==> config.mk <==
export PLATFORM = sky130hd
export DESIGN_NAME = bus_transfer_arbiter_flat
export DESIGN_NICKNAME = d
export VERILOG_FILES = /design/src/rtl/bus_transfer_arbiter_pkg.sv /design/src/rtl/bus_transfer_arbiter_if.sv /design/src/rtl/bus_transfer_arbiter_onehot_decoder.sv /design/src/rtl/bus_transfer_arbiter.sv /design/src/flat_wrapper.sv
export SDC_FILE = /design/constraint.sdc
export NUM_CORES = 1
export LEC_CHECK = 0
export ABC_AREA = 1
export CAP_MARGIN = 15
export CORE_MARGIN = 5
export CORE_UTILIZATION = 45
export DETAILED_ROUTE_END_ITERATION = 7
export PLACE_DENSITY = 0.88
export SLEW_MARGIN = 20
export SYNTH_ARGS = -nofsm -noshare
export SYNTH_HDL_FRONTEND = slang
export SYNTH_HIERARCHICAL = 1
export SYNTH_SLANG_ARGS = --single-unit
==> constraint.sdc <==
create_clock -name clock -period 2.76 [get_ports clock]
set_input_delay 0.552 -clock clock [delete_from_list [all_inputs] [get_ports clock]]
set_output_delay 0.552 -clock clock [all_outputs]
set_load 0.05 [all_outputs]
==> src/rtl/bus_transfer_arbiter_pkg.sv <==
// Shared definitions for the datapath bus arbiter: code widths, named bus
// source/destination codes and the transfer sequencer state type.
package bus_pkg;

  localparam int SEL_W = 5;
  localparam int NSRC  = 24;
  localparam int NDST  = 24;

  localparam int SRC_R0  = 0;  localparam int SRC_R1  = 1;  localparam int SRC_R2  = 2;
  localparam int SRC_R3  = 3;  localparam int SRC_R4  = 4;  localparam int SRC_R5  = 5;
  localparam int SRC_R6  = 6;  localparam int SRC_R7  = 7;  localparam int SRC_R8  = 8;
  localparam int SRC_R9  = 9;  localparam int SRC_R10 = 10; localparam int SRC_R11 = 11;
  localparam int SRC_R12 = 12; localparam int SRC_R13 = 13; localparam int SRC_R14 = 14;
  localparam int SRC_R15 = 15;
  localparam int SRC_HI     = 16;
  localparam int SRC_LO     = 17;
  localparam int SRC_ZHIGH  = 18;
  localparam int SRC_ZLOW   = 19;
  localparam int SRC_PC     = 20;
  localparam int SRC_MDR    = 21;
  localparam int SRC_INPORT = 22;
  localparam int SRC_CSIGN  = 23;

  localparam int DST_R0  = 0;  localparam int DST_R1  = 1;  localparam int DST_R2  = 2;
  localparam int DST_R3  = 3;  localparam int DST_R4  = 4;  localparam int DST_R5  = 5;
  localparam int DST_R6  = 6;  localparam int DST_R7  = 7;  localparam int DST_R8  = 8;
  localparam int DST_R9  = 9;  localparam int DST_R10 = 10; localparam int DST_R11 = 11;
  localparam int DST_R12 = 12; localparam int DST_R13 = 13; localparam int DST_R14 = 14;
  localparam int DST_R15 = 15;
  localparam int DST_HI      = 16;
  localparam int DST_LO      = 17;
  localparam int DST_PC      = 18;
  localparam int DST_MDR     = 19;
  localparam int DST_MAR     = 20;
  localparam int DST_IR      = 21;
  localparam int DST_Y       = 22;
  localparam int DST_OUTPORT = 23;

  typedef enum logic [1:0] {
    ST_IDLE  = 2'd0,
    ST_DRIVE = 2'd1,
    ST_LOAD  = 2'd2,
    ST_ERR   = 2'd3
  } state_t;

endpackage

==> src/rtl/bus_transfer_arbiter_if.sv <==
// Requester/bus-control bundle between the transfer requesters and the
// arbiter; master = requester side, slave = arbiter side.
interface bus_transfer_arbiter_if #(
  parameter int NREQ  = 3,
  parameter int SEL_W = bus_pkg::SEL_W,
  parameter int NSRC  = bus_pkg::NSRC,
  parameter int NDST  = bus_pkg::NDST
) ();

  logic [NREQ-1:0]       req;
  logic [NREQ*SEL_W-1:0] src_sel;
  logic [NREQ*SEL_W-1:0] dst_sel;
  logic [NREQ-1:0]       done;
  logic [NSRC-1:0]       bus_out_en;
  logic [NDST-1:0]       reg_in_en;
  logic                  busy;
  logic                  err;

  modport master (
    output req, src_sel, dst_sel,
    input  done, bus_out_en, reg_in_en, busy, err
  );

  modport slave (
    input  req, src_sel, dst_sel,
    output done, bus_out_en, reg_in_en, busy, err
  );

endinterface

==> src/rtl/bus_transfer_arbiter_onehot_decoder.sv <==
// Code to one-hot enable decoder; codes at or above WIDTH give all zeros.
module onehot_decoder #(
  parameter int WIDTH = 24,
  parameter int SEL_W = 5
) (
  input  logic [SEL_W-1:0] code,
  output logic [WIDTH-1:0] onehot
);

  always_comb begin
    onehot = '0;
    for (int unsigned i = 0; i < WIDTH; i++) begin
      if (32'(code) == i) onehot[i] = 1'b1;
    end
  end

endmodule

==> src/rtl/bus_transfer_arbiter.sv <==
// Round-robin arbiter and DRIVE/LOAD sequencer for the shared datapath bus.
// Optional invalid-code trap enabled by defining BUS_ARB_ERR_EN.
module bus_transfer_arbiter #(
  parameter int NREQ  = 3,
  parameter int SEL_W = bus_pkg::SEL_W,
  parameter int NSRC  = bus_pkg::NSRC,
  parameter int NDST  = bus_pkg::NDST
) (
  input logic                  clock,
  input logic                  clear,
  bus_transfer_arbiter_if.slave bus
);

  import bus_pkg::*;

  localparam int IDX_W = (NREQ > 1) ? $clog2(NREQ) : 1;
  localparam logic [IDX_W-1:0] LAST_RST = IDX_W'(NREQ - 1);

  state_t           state;
  logic [IDX_W-1:0] last_winner;
  logic [IDX_W-1:0] winner;
  logic [IDX_W-1:0] grant_idx;
  logic [IDX_W-1:0] cand;
  logic             any_req;
  logic [SEL_W-1:0] grant_src;
  logic [SEL_W-1:0] grant_dst;
  logic [SEL_W-1:0] dst_q;
  logic [NSRC-1:0]  src_onehot;
  logic [NDST-1:0]  dst_onehot;
  logic [NSRC-1:0]  bus_out_en_q;
  logic [NDST-1:0]  reg_in_en_q;
  logic [NREQ-1:0]  done_q;
  logic             busy_q;

  // Scan starts just after the last winner so every requester gets a turn.
  always_comb begin
    any_req   = 1'b0;
    grant_idx = last_winner;
    cand      = '0;
    for (int unsigned off = 1; off <= NREQ; off++) begin
      cand = IDX_W'((32'(last_winner) + off) % NREQ);
      if (!any_req && bus.req[cand]) begin
        any_req   = 1'b1;
        grant_idx = cand;
      end
    end
  end

  always_comb begin
    grant_src = '0;
    grant_dst = '0;
    for (int unsigned i = 0; i < NREQ; i++) begin
      if (grant_idx == IDX_W'(i)) begin
        grant_src = bus.src_sel[i*SEL_W +: SEL_W];
        grant_dst = bus.dst_sel[i*SEL_W +: SEL_W];
      end
    end
  end

  onehot_decoder #(.WIDTH(NSRC), .SEL_W(SEL_W)) u_src_dec (
    .code   (grant_src),
    .onehot (src_onehot)
  );

  onehot_decoder #(.WIDTH(NDST), .SEL_W(SEL_W)) u_dst_dec (
    .code   (dst_q),
    .onehot (dst_onehot)
  );

`ifdef BUS_ARB_ERR_EN
  logic code_bad;
  logic err_q;
  assign code_bad = (32'(grant_src) >= NSRC) || (32'(grant_dst) >= NDST);
  assign bus.err  = err_q;
`else
  assign bus.err  = 1'b0;
`endif

  // The source code is held in decoded form: bus_out_en_q is loaded at grant
  // and kept through LOAD, so later src_sel changes cannot reach the bus.
  always_ff @(posedge clock) begin
    if (clear) begin
      state        <= ST_IDLE;
      last_winner  <= LAST_RST;
      winner       <= '0;
      dst_q        <= '0;
      bus_out_en_q <= '0;
      reg_in_en_q  <= '0;
      done_q       <= '0;
      busy_q       <= 1'b0;
`ifdef BUS_ARB_ERR_EN
      err_q        <= 1'b0;
`endif
    end else begin
      case (state)
        ST_IDLE: begin
          if (any_req) begin
            winner       <= grant_idx;
            dst_q        <= grant_dst;
            busy_q       <= 1'b1;
            bus_out_en_q <= src_onehot;
            state        <= ST_DRIVE;
`ifdef BUS_ARB_ERR_EN
            if (code_bad) begin
              bus_out_en_q        <= '0;
              done_q[grant_idx]   <= 1'b1;
              err_q               <= 1'b1;
              state               <= ST_ERR;
            end
`endif
          end
        end
        ST_DRIVE: begin
          reg_in_en_q    <= dst_onehot;
          done_q[winner] <= 1'b1;
          state          <= ST_LOAD;
        end
`ifdef BUS_ARB_ERR_EN
        ST_LOAD, ST_ERR: begin
          err_q        <= 1'b0;
`else
        ST_LOAD: begin
`endif
          bus_out_en_q <= '0;
          reg_in_en_q  <= '0;
          done_q       <= '0;
          busy_q       <= 1'b0;
          last_winner  <= winner;
          state        <= ST_IDLE;
        end
        default: begin
          bus_out_en_q <= '0;
          reg_in_en_q  <= '0;
          done_q       <= '0;
          busy_q       <= 1'b0;
          state        <= ST_IDLE;
        end
      endcase
    end
  end

  assign bus.bus_out_en = bus_out_en_q;
  assign bus.reg_in_en  = reg_in_en_q;
  assign bus.done       = done_q;
  assign bus.busy       = busy_q;

endmodule

==> src/flat_wrapper.sv <==
// flat-port wrapper written by rule: the top's interface ports become plain ports
module bus_transfer_arbiter_flat import bus_pkg::*;
#(
  parameter int NREQ  = 3,
  parameter int SEL_W = bus_pkg::SEL_W,
  parameter int NSRC  = bus_pkg::NSRC,
  parameter int NDST  = bus_pkg::NDST
)
  (clock, clear, bus_req, bus_src_sel, bus_dst_sel, bus_done, bus_bus_out_en, bus_reg_in_en, bus_busy, bus_err);
  bus_transfer_arbiter_if #(.NREQ(NREQ), .SEL_W(SEL_W), .NSRC(NSRC), .NDST(NDST)) bus_i ();
  input logic clock;
  input logic clear;
  input wire logic [$bits(bus_i.req)-1:0] bus_req;
  input wire logic [$bits(bus_i.src_sel)-1:0] bus_src_sel;
  input wire logic [$bits(bus_i.dst_sel)-1:0] bus_dst_sel;
  output wire logic [$bits(bus_i.done)-1:0] bus_done;
  output wire logic [$bits(bus_i.bus_out_en)-1:0] bus_bus_out_en;
  output wire logic [$bits(bus_i.reg_in_en)-1:0] bus_reg_in_en;
  output wire logic [$bits(bus_i.busy)-1:0] bus_busy;
  output wire logic [$bits(bus_i.err)-1:0] bus_err;
  assign bus_i.req = bus_req;
  assign bus_i.src_sel = bus_src_sel;
  assign bus_i.dst_sel = bus_dst_sel;
  assign bus_done = bus_i.done;
  assign bus_bus_out_en = bus_i.bus_out_en;
  assign bus_reg_in_en = bus_i.reg_in_en;
  assign bus_busy = bus_i.busy;
  assign bus_err = bus_i.err;
  bus_transfer_arbiter #(.NREQ(NREQ), .SEL_W(SEL_W), .NSRC(NSRC), .NDST(NDST)) u_core (.clock(clock), .clear(clear), .bus(bus_i));
endmodule
* Yosys cells after proc, flatten, opt, wreduce, memory -nomap -nowiden *
Cells that the tools add are included.
Widths: inputs -> output; s select.

operators by class
  order comparisons = 5
  shift-type cells = 0
  bitwise logic cells = 2
  multiply operators = 0
  div/mod/pow operators = 3
  reductions and logical operators = 11
  $add $sub $neg = 3
  equal/unequal tests = 51
  multiplexer cells = 76

operator list
  operator               number
  $mod 32x2->32 const B  3
  $pmux 24 s2            2
  $eq 5x4->1 const B     16
  $eq 5x5->1 const B     16
  $mux 1                 56
  $eq 5x3->1 const B     8
  $mux 5                 6
  $mux 24                1
  $eq 5x2->1 const B     4
  $lt 2x3->1 const B     4
  $eq 5x1->1 const B     2
  $logic_not 5->1        2
  $mux 2                 4
  $add 2x2->3 const B    2
  $bmux 1 s2             3
  $pmux 3 s2             1
  $eq 2x1->1 const B     2
  $eq 2x2->1 const B     2
  $logic_not 2->1        2
  $pmux 2 s2             1
  $reduce_and 2->1       2
  $add 2x1->3 const B    1
  $logic_and 1x1->1      3
  $or 3x3->3             1
  other kinds (6)        7

storage, ports and cells
  word-level logic and storage cells = 159
  memory bits (writable) = 0
  register bits after elaboration = 63
  input bits = 35
  ROM bits = 0
  bits in latches = 0
  memories = 0
  output and inout bits = 53

* Logic depth before layout (Yosys ltp) *
  depth after elaboration = 19
  gate-level depth with buffers = 20

* Hierarchy *
The synthesis kept the hierarchy.

modules (own cells, without submodules)
  module                area an instance (µm²)  cells an instance  sequential area each (µm²)  times used
  bus_transfer_arbiter  2682.6                  331                1261.2                      1
  onehot_decoder        165.2                   42                 0.0                         2

* Least setup slack after synthesis *
No wires, ideal clock.

  kind = register -> register
  from = register u_core.last_winner[0]
  to = register u_core.bus_out_en_q[5] (netlist: u_core/bus.bus_out_en[5])
  buffers on the path = 1
  data arrival time = 2.323 ns
  library setup time = 0.114 ns
  path slack = 0.323 ns
  cell stages (with the launch flop) = 18
  period minus slack after synthesis = 2.437 ns
  cell sequence = dfxtp_1 > inv_1 > ha_1 > o21ai_1 > nand2_4 > nand3_1 > nand3_1 > nand2_1 > nand2_2 > buf_6 > nor2_1 > nand2_1 > nand3_1 > inv_1 > nand3_1 > nor2_1 > nand2_1 > nand2_1

between the ends
  longest elaborated chain between the ends = 19
  elaborated cells on any way between the ends = 34
  classes of those cells = add/sub (3); div (3); eq/ne (4); mux (18); reduce/logical (6)

ends and longest elaborated chain
  element                         line                                       text
  start: declaration              bus_transfer_arbiter.sv:20                 logic [IDX_W-1:0] last_winner;
  start signal: assignment        bus_transfer_arbiter.sv:128                last_winner <= winner;
  $add 2x1->3                     bus_transfer_arbiter.sv:41                 cand = IDX_W'((32'(last_winner) + off) % NREQ);
  $mod 32x2->32                   bus_transfer_arbiter.sv:41
  $bmux 1 s2                      bus_transfer_arbiter.sv:42                 if (!any_req && bus.req[cand]) begin
  $mux 1 (implied by the code)    bus_transfer_arbiter.sv:42
  $mux 1                          bus_transfer_arbiter.sv:42
  $logic_not 1->1                 bus_transfer_arbiter.sv:42
  $logic_and 1x1->1               bus_transfer_arbiter.sv:42
  $mux 1                          bus_transfer_arbiter.sv:42
  [4 not listed]                  n/a
  $mux 5 (2 in a row)             bus_transfer_arbiter.sv:53                 if (grant_idx == IDX_W'(i)) begin
  $mux 5 *                        bus_transfer_arbiter.sv:53
  named net u_core.grant_src[1]   bus_transfer_arbiter.sv:25                 logic [SEL_W-1:0] grant_src;
  $eq 5x3->1 *                    bus_transfer_arbiter_onehot_decoder.sv:13  if (32'(code) == i) onehot[i] = 1'b1;
  $mux 1 *                        bus_transfer_arbiter_onehot_decoder.sv:13
  named net u_core.src_onehot[5]  bus_transfer_arbiter.sv:28                 logic [NSRC-1:0] src_onehot;
  $mux 24 *                       bus_transfer_arbiter.sv:97                 if (any_req) begin
  $pmux 24 s2 *                   bus_transfer_arbiter.sv:95                 case (state)
  end signal: assignment          bus_transfer_arbiter.sv:101                bus_out_en_q <= src_onehot;
  end: declaration                bus_transfer_arbiter.sv:30                 logic [NSRC-1:0] bus_out_en_q;

Mark *: on every way through the listed nets, which the timed path passes. The rest lies on a longest branch. The select of a mux whose other input is x is not followed.
A chain may end at the register's enable or synchronous reset.

* Worst setup path after layout *
  from = input port bus_req[2]
  to = register u_core.bus_out_en_q[10] (netlist: u_core/bus.bus_out_en[10])

between the ends
  longest elaborated chain between the ends = 17
  elaborated cells on any way between the ends = 28
  classes of those cells = eq/ne (4); mux (18); reduce/logical (6)

ends and longest elaborated chain
  element                          line                                       text
  start: declaration               flat_wrapper.sv:13                         input wire logic [$bits(bus_i.req)-1:0] bus_req;
  $bmux 1 s2                       bus_transfer_arbiter.sv:42
  $mux 1 (implied by the code)     bus_transfer_arbiter.sv:42
  $mux 1                           bus_transfer_arbiter.sv:42
  $logic_not 1->1                  bus_transfer_arbiter.sv:42
  $logic_and 1x1->1                bus_transfer_arbiter.sv:42
  $mux 1                           bus_transfer_arbiter.sv:42
  $logic_not 1->1                  bus_transfer_arbiter.sv:42
  $logic_and 1x1->1                bus_transfer_arbiter.sv:42
  [2 not listed]                   n/a
  $mux 5 (2 in a row)              bus_transfer_arbiter.sv:53
  $mux 5 *                         bus_transfer_arbiter.sv:53
  named net u_core.grant_src[0]    bus_transfer_arbiter.sv:25
  $eq 5x4->1 *                     bus_transfer_arbiter_onehot_decoder.sv:13
  $mux 1 *                         bus_transfer_arbiter_onehot_decoder.sv:13
  named net u_core.src_onehot[10]  bus_transfer_arbiter.sv:28
  $mux 24 *                        bus_transfer_arbiter.sv:97
  $pmux 24 s2 *                    bus_transfer_arbiter.sv:95

Marks and branches as above.

==> results.md <==
- Status: finished clean
- WL final: 7980 µm
- Avg WL per Cell: 13.5 µm
- GRT Total Usage: 18.7%
- Fillers: 554
- Core area: 6420 µm²
- CTS buffer count: 9
- Net load switching power: 0.00158 W
- Cell area power density: 840 nW/µm²
- Worst slew pin tran: 0.850 ns
- Mapped Area: 3010 µm²
- Reg2Reg Depth: 16
- Req. time, crit path: 2.99 ns
- First-pass GRT wire length: 12900 µm
- Layout Cells excl Fill: 590
- Syn Inst Count: 415
- DRT Pass-1 Iters: 5
- Hold Path Depth: 2
- Vias per cell: 5.25
- Syn_area_per_cell: 7.26 µm²
- Largest net degree at the start of global routing: 29
- Area grow syn2layout: 39.7%
- Ant. Diodes: 0
- FP Rows: 29
- CP Class: in -> reg
- Clock latency on the worst-skew pair: 0.34 ns
- Worst reg2reg endpoint: u_core/bus.bus_out_en[10]
- Reg clk slew, reported paths: 0.07 ns
- Initial Util: 46.9%
- Share of post-route cells with drive strength above 1: 11.5%
- Final setup viols: 0
- Post-DP HPWL: 5910 µm
- Register area share after synthesis: 41.9%
- Die area: 8430 µm²
- CTS tree: yes
- Seq cells post-synth: 63
- Peak supply drop: 0.000504 V
- Routability congestion estimate: 0.917
- Sink Count: 63
- Leakage: 1.80 nW
- Crit. End Element: flop
- Crit Path Max Fanout: 6
- Most frequent cells in the layout: nand2_1, clkdlybuf4s50_1, nand3_1
- CP cell instances: clkdlybuf4s50_1 > inv_1 > o21ai_1 > nand2_2 > nand3_1 > nand3_1 > nand2_1 > nand2_2 > nor2_1 > nand2_1 > nand3_2 > inv_1 > nand3_1 > nor2_1 > nand2_1 > nand2_1
- Sequential power share: 31.1%
- Biggest cell delay along the critical path: 0.49 ns
- CP max-delay cell: clkdlybuf4s50_1
- Post-layout util: 65.6%
- Total number of vias: 3098
- CP startpoint kind: input pin
- Synth Warn #: 6
- ANT nets after route: 0
- RSZ-0062 raised after global routing: false
- Relative slew margins: 43.3%
- Final period utilization: 90.4%
- Crit path arrival time: 2.73 ns
- Delay-heaviest family, CP: simple AND/OR/NAND/NOR gates
- Reg-to-reg slack, setup: 0.27 ns
- Die Wd: 91.8 µm
- Post-Place Cells: 574
- Fin crit period: 2.50 ns
- Vias in the first global route: 2872
- Root Buffer: clkbuf_8
- Cell mode on critical path: nand2_1
- Buf+Inv Stages, Crit Path: 3
- H-tree levels: 3
- Clock power frac: 22.8%
- Hold Fails Final Rpt: 0
- Min-delay src: u_core/bus.busy
- Fmax: 401 MHz
- Clock skew: 0.00779 ns
- Reg-to-reg startpoint: u_core/last_winner[0]
- Port-buffer cells: 86
- Max clock buf depth: 2
- Met2 Use GR: 32.2%
- Hold path endpoint: u_core/bus.busy
- Busiest layer in global routing: met2
- Worst hold slack: 0.461 ns
- Initial DRC Count: 132
- Comb pwr share: 46.1%
- Die Y-Extent: 91.8 µm
- Max-slew violation count: 0
- DRC: 0
- Commonest non-fill, non-tap cell in the layout: nand2_1
- Switching Share: 44.7%
- Synth Net Count: 454
- Initial antenna violation count: 0
- Internal power: 0.00196 W
- Hold/Removal Path Class: reg -> reg
- M3 GR Usage: 5.73%
- Synth unique cells: 26
- Postcts setup bufs: 0
- Max Cap Viol: 0
- Layout Nets: 547
- Num ports: 88
- GRT overflow: 0
- Met1 layer usage reported by global route: 21.9%
routing by layer:
layer	vias up	part of all wire (%)	wire, µm
met3	13	6.8	541
met2	103	49	3940
met5	-	0	0
met1	1422	42	3370
li1	1560	-	-
met4	0	1.6	124
synthesized netlist by cell type, drive strengths merged:
library cell	count	share of area [%]
nand2	109	14
nand3	67	12
nor2	64	8.2
dfxtp	63	42
inv	39	4.9
a32o	27	9.0
o21ai	14	3.3
buf	9	2.0
a21oi	8	1.6
clkbuf	8	1.0
ha	4	1.7
clkinv	1	0.12
conb	1	0.12
o211ai	1	0.25
power groups by stage:
| stage | clock, W | sequential [W] | combinational [W] |
|---|---|---|---|
| final | 0.000806 | 0.00110 | 0.00163 |
| after global routing | 0.000870 | 0.00111 | 0.00180 |
| after CTS | 0.000834 | 0.00110 | 0.00159 |
| after detailed placement | 0 | 0.00112 | 0.00158 |
| after global placement | 0 | 0.00111 | 0.00155 |
| after floorplan | 0 | 0.00129 | 0.000969 |
timing repair:
item / 4_1_cts / 5_1_grt
endpoints found under the setup margin: 0 / 24
hold buffers: 0 / 0
gates resized for setup: 0 / 7
state kept, by name, summed over array words and instances, names as in the netlist:
name and count:
u_core/last_winner 2, u_core/bus.bus_out_en 24, u_core/dst_q 5, u_core/winner 2, u_core/bus.done 3, u_core/bus.busy 1
u_core/bus.reg_in_en 24, u_core/state 2
through the flow:
stage | setup slack (ns) | instance area (µm²) | setup TNS (ns) | total power [W]
6_report | 0.264 | 4210 | 0 | 0.00354
5_1_grt | 0.0305 | 4210 | 0 | 0.00379
4_1_cts | 0.0996 | 4180 | 0 | 0.00352
3_5_place_dp | -0.0871 | 3980 | -1.04 | 0.00270
3_3_place_gp | 0.0263 | 3980 | 0 | 0.00266
2_1_floorplan | 0.323 | 3010 | 0 | 0.00226
worst min-delay path, cell delays in order, from the launching register on:
cell and delay (ns):
dfxtp_1 0.33, nand2_1 0.05, o21ai_0 0.05
layout make-up:
cell class	count	area (µm²)	share of cell area (%)
Multi-Input combinational cell	295	1540	36.6
Clock inverter	7	80.1	1.90
Timing Repair Buffer	99	958	22.8
Inverter	40	150	3.57
Sequential cell	63	1260	30.0
Tap cell	77	96.3	2.29
Clock buffer	9	124	2.94
worst max path at each step:
stage | start | to | slack [ns] | cells past startpoint
finish | bus_req[2] | u_core/bus.bus_out_en[10] | 0.26 | 16
global route | u_core/last_winner[0] | u_core/bus.bus_out_en[8] | 0.03 | 18
CTS | u_core/last_winner[0] | u_core/bus.bus_out_en[9] | 0.1 | 16
detailed placement | bus_req[2] | u_core/bus.bus_out_en[0] | -0.09 | 15
global placement | bus_req[2] | u_core/bus.bus_out_en[6] | 0.03 | 16
floorplan | u_core/last_winner[0] | u_core/bus.bus_out_en[5] | 0.32 | 17
kinds of logic (layout without fill, tap and decap cells):
kind of cell | count (synthesis) | after routing | synth area share, %
AND/OR/NAND/NOR | 240 | 240 | 34.3
other | 1 | 1 | 0.124
adder cells (fa/ha/maj) | 4 | 4 | 1.66
flip-flops | 63 | 63 | 41.9
AO/OA/AOI/OAI | 50 | 50 | 14.1
buffers and inverters | 57 | 155 | 7.97
(Power assumes the default switching activity.)
